`src/rtl/token_multiplier.sv`:
```
// Serial token multiplier: each '1' on a_i is re-emitted factor_i times on b_o,
// with a saturating backlog counter, run-length guard and sticky overflow.
module token_multiplier #(
  parameter int FACTOR_W  = 3,
  parameter int CNT_W     = 8,
  parameter int RUN_LIMIT = 200
) (
  input  logic                clk_i,
  input  logic                rst_ni,
  input  logic                a_i,
  input  logic [FACTOR_W-1:0] factor_i,
  input  logic                out_ready_i,
  input  logic                clr_i,
  output logic                b_o,
  output logic [CNT_W-1:0]    pending_o,
  output logic                busy_o,
  output logic                overflow_o,
  output logic [1:0]          ovf_cause_o
);

  // Run counter must be able to hold RUN_LIMIT+1, the first illegal length.
  localparam int              RUN_W     = $clog2(RUN_LIMIT + 2);
  localparam logic [RUN_W-1:0] RUN_LIM_V = RUN_W'(RUN_LIMIT);
  localparam logic [RUN_W-1:0] RUN_SAT_V = RUN_W'(RUN_LIMIT + 1);
  localparam logic [CNT_W:0]   CNT_MAX   = {1'b0, {CNT_W{1'b1}}};

  function automatic logic [CNT_W-1:0] sat_backlog(input logic [CNT_W:0] v);
    return (v > CNT_MAX) ? {CNT_W{1'b1}} : v[CNT_W-1:0];
  endfunction

  function automatic logic [RUN_W-1:0] sat_run_inc(input logic [RUN_W-1:0] r);
    return (r == RUN_SAT_V) ? r : r + 1'b1;
  endfunction

  logic             b_q, b_d;
  logic [CNT_W-1:0] pending_q, pending_d;
  logic [RUN_W-1:0] run_q, run_d;
  logic             ovf_q, ovf_d;
  logic [1:0]       cause_q, cause_d;

  logic [CNT_W:0]   credit_w;
  logic [CNT_W:0]   total_w;
  logic [CNT_W:0]   next_w;
  logic             emit_w;
  logic             backlog_ovf_w;
  logic             run_ovf_w;

  // Arithmetic runs one bit wider than the counter so saturation is detectable.
  assign credit_w      = a_i ? (CNT_W+1)'(factor_i) : '0;
  assign total_w       = {1'b0, pending_q} + credit_w;
  assign emit_w        = out_ready_i && (total_w != '0);
  assign next_w        = total_w - {{CNT_W{1'b0}}, emit_w};
  assign backlog_ovf_w = next_w > CNT_MAX;
  assign run_ovf_w     = a_i && (run_q == RUN_LIM_V);

  always_comb begin
    b_d       = b_q;
    pending_d = pending_q;
    run_d     = run_q;
    ovf_d     = ovf_q;
    cause_d   = cause_q;
    if (clr_i) begin
      b_d       = 1'b0;
      pending_d = '0;
      run_d     = '0;
      ovf_d     = 1'b0;
      cause_d   = 2'b00;
    end else if (!ovf_q) begin
      b_d       = emit_w;
      pending_d = sat_backlog(next_w);
      run_d     = a_i ? sat_run_inc(run_q) : '0;
      ovf_d     = backlog_ovf_w | run_ovf_w;
      cause_d   = {backlog_ovf_w, run_ovf_w};
    end else begin
      // Overflowed: everything frozen except the output, which goes quiet.
      b_d = 1'b0;
    end
  end

  always_ff @(posedge clk_i or negedge rst_ni) begin
    if (!rst_ni) begin
      b_q       <= 1'b0;
      pending_q <= '0;
      run_q     <= '0;
      ovf_q     <= 1'b0;
      cause_q   <= 2'b00;
    end else begin
      b_q       <= b_d;
      pending_q <= pending_d;
      run_q     <= run_d;
      ovf_q     <= ovf_d;
      cause_q   <= cause_d;
    end
  end

  assign b_o         = b_q;
  assign pending_o   = pending_q;
  assign busy_o      = |pending_q;
  assign overflow_o  = ovf_q;
  assign ovf_cause_o = cause_q;

endmodule

```
`config.mk`:
```
export PLATFORM = sky130hd
export DESIGN_NAME = token_multiplier
export DESIGN_NICKNAME = d
export VERILOG_FILES = /design/src/rtl/token_multiplier.sv
export SDC_FILE = /design/constraint.sdc
export NUM_CORES = 1
export LEC_CHECK = 0
export BUFFER_PORTS_ARGS = -buffer_cell sky130_fd_sc_hd__clkbuf_2
export CAP_MARGIN = 10
export CORE_ASPECT_RATIO = 2
export CORE_MARGIN = 1
export CORE_UTILIZATION = 45
export DETAILED_ROUTE_END_ITERATION = 8
export HOLD_SLACK_MARGIN = 0.12
export PLACE_DENSITY = 0.63
export SKIP_LAST_GASP = 1
export SLEW_MARGIN = 20
export SYNTH_ARGS = -nofsm -noshare
export SYNTH_HDL_FRONTEND = slang
export SYNTH_SLANG_ARGS = --single-unit
```
`constraint.sdc`:
```
create_clock -name clk_i -period 4.45 [get_ports clk_i]
set_input_delay 0.445 -clock clk_i [delete_from_list [all_inputs] [get_ports clk_i]]
set_output_delay 0.445 -clock clk_i [all_outputs]
set_load 0.01 [all_outputs]
```
==> metrics <==
status finished clean; Mean Syn Cell Area 9.06 sq um; Worst setup EP type flip-flop; worst slew pin tran just under 0.7 ns; GRT Resource Usage Total 0.210; IO Count 21; Num CTS Buffers 3; Setup Skew ~0.0036 ns; Worst R2R Path Depth 12; period utilisation layout 0.808; DRC 0; Num Clock Sinks 20; fin. max-slew vios 0; min Tclk post-route 3.60 ns; Final HPWL DP 2.59 mm; CTS Hold Bufs 0; Setup Fix Bufs, Post-CTS 0; Initial Util 0.474; worst rel slew slack 0.524; largest net degree at the start of global routing 21; Area growth, synth to finish 10.9%; initial antenna violation count 0; die width 41.4 um; Starting DRT DRC Count 22; worst flop-to-flop path startpoint pending_o[0]$_DFFE_PN0P_; flop-to-flop setup slack about 0.9 ns; Clk Latency, worst-skew pair approximately 0.26 ns; clock-pin slew on the worst setup and hold paths 0.07 ns; Critical Path Source a_i; total global routing overflow 0; Ys Warns 0; layout cell share with drive strength beyond 1 0.181; Root Driver clkbuf_8; Setup CP Type in -> reg; Die ar. around 0.0033 sq mm; Hold Path Class in -> async; GPL Wtd Cong 0.758; Startpoint Class input port; Antenna Violating Nets Remaining 0; Filler Cell Count ~290; Main synth FF type dfrtp_1; Die Span Y 80.7 um; Via density 6.00; Fmax 0.278 GHz; Buffers on Ports 20; hold_ws between 0.1 and 0.15 ns; synthesis-stage register bit count 20; CP required 4.57 ns; Netlist cell types 44; DR vias 1207; first-pass GRT wire length ~4.8 mm; Core ar. 0.00294 sq mm; # nets final 189; Post-Synthesis Cells 154; leakage power 0.694 nW; drt pass-1 iters 4; setup_tns 0 ns; sequential cell area fraction in the yosys report 0.359; top cells by area, synth dfrtp_1, ha_1, o21ai_0; Worst Path Max Fanout 8; CTS tree yes; area leader, netlist dfrtp_1; Clock Tree Buf Depth 2; Peak VDD IR 0.000265 V; drt wl/cell 16.2 um; total routed wirelength ~3.3 mm; Critical R2R Capture pending_o[5]$_DFFE_PN0P_; synthesized cell area 0.00140 sq mm; P per Cell Area around 540 mW/mm^2; # setup viols final 0; H-tree depth 1; Synth top area share 0.359; n_diodes 0; final count of hold timing violations 0; vias in the first global route ~1100; syn nets 171; Post-synth EDFFs 0; WP data arrival 3.72 ns; # rows 28; FFs w/ async S/R, synth 1.00; Post-CTS Resized 0; Max Cap Viol 0; unrepaired setup endpoints after global routing false
stage by stage:
step	setup slack [ns]	instances	power (mW)	util	cell area (sq um)
5_1_grt	0.540	201	0.889	0.526	1550
3_3_place_gp	0.710	197	0.692	0.507	1490
2_1_floorplan	1.07	154	0.577	-	1400
4_1_cts	0.895	201	0.837	0.526	1550
6_report	0.853	201	0.830	0.526	1550
3_5_place_dp	0.616	197	0.696	0.507	1490
power breakdown:
group          internal (mW)  switching (mW)  total (mW)
clock                 0.0788          0.0597       0.139
combinational          0.172           0.237       0.409
sequential             0.221          0.0620       0.283
total                  0.472           0.359       0.830
critical path: stages:
cell	delay [ns]
clkbuf_2	0.13
and2_1	0.13
ha_1	0.19
inv_1	0.07
fa_1	0.45
and3_1	0.22
a211oi_1	0.36
o21a_1	0.20
ha_1	0.16
ha_1	0.27
nor4b_4	0.29
o22ai_2	0.20
a2111oi_0	0.48
a211oi_1	0.10
flip-flops by register name (all words and copies together), names as in the netlist:
register     count
ovf_cause_o      2
b_o              1
pending_o        8
overflow_o       1
run_q            8
cell type report:
type / count / area, sq um / area share
timing repair buffer: 20 / 100 / 0.0647
inverter: 12 / 45.0 / 0.0291
clock buffer: 4 / 55.1 / 0.0356
multi-input combinational: 115 / 808 / 0.523
sequential: 20 / 500 / 0.324
tap: 30 / 37.5 / 0.0243
synthesized netlist by cell type (2+ instances only):
cell,instances
nor2b_1,2
nor3_1,2
a21oi_1,7
nor4_1,2
a31oi_1,3
o221a_2,2
a311oi_1,2
clkbuf_2,2
or3_1,3
dfrtp_1,20
xor2_1,4
xnor2_1,5
o21a_1,2
buf_4,3
nand2_1,10
ha_1,8
nand3_1,5
and2_1,2
nor2_1,12
and3_1,6
nand4_1,4
inv_1,12
o21ai_0,10
a211oi_1,5
a2111oi_0,2
layout by cell type, fill, tap and decap left out, types with 2 or more instances in the layout:
cell	netlist	routed
dfrtp_1	20	20
clkbuf_2	2	20
inv_1	12	12
nor2_1	12	12
nand2_1	10	10
o21ai_0	10	10
ha_1	8	8
a21oi_1	7	7
and3_1	6	6
a211oi_1	5	5
nand3_1	5	5
xnor2_1	5	5
xor2_1	4	4
nand4_1	4	4
clkbuf_8	0	4
a31oi_1	3	3
or3_1	3	3
and2_1	2	2
nor4_1	2	2
o21a_1	2	2
nor2b_1	2	2
a311oi_1	2	2
o221a_2	2	2
nor3_1	2	2
a2111oi_0	2	2
cells by family after synthesis:
kind of cell	share of synthesized area
adders and majority gates	0.0861
xor gates and xnor gates	0.0565
buffers and inverters	0.0619
AOI/OAI and AO/OA	0.210
and+or+nand+nor	0.227
DFF	0.359
worst max path at each step:
| stage | end | slack [ns] | cells after the start |
|---|---|---|---|
| 5_1_grt | pending_o[5]$_DFFE_PN0P_ | 0.54 | 14 |
| 2_1_floorplan | pending_o[7]$_DFFE_PN0P_ | 1.07 | 13 |
| 6_report | pending_o[5]$_DFFE_PN0P_ | 0.85 | 14 |
| 4_1_cts | pending_o[7]$_DFFE_PN0P_ | 0.89 | 14 |
| 3_3_place_gp | pending_o[4]$_DFFE_PN0P_ | 0.71 | 14 |
| 3_5_place_dp | pending_o[7]$_DFFE_PN0P_ | 0.62 | 14 |
per-layer routing:
layer / part of all wire / track usage / wire (um) / up-vias
met2: 0.58 / 0.389 / 1880 / 24
met1: 0.38 / 0.209 / 1230 / 582
met3: 0.019 / 0.0164 / 63 / 6
met5: 0 / 0 / 0 / -
li1: - / - / - / 595
met4: 0.029 / 0.106 / 94 / 0
No activity file was read; power rests on OpenSTA's default activity.
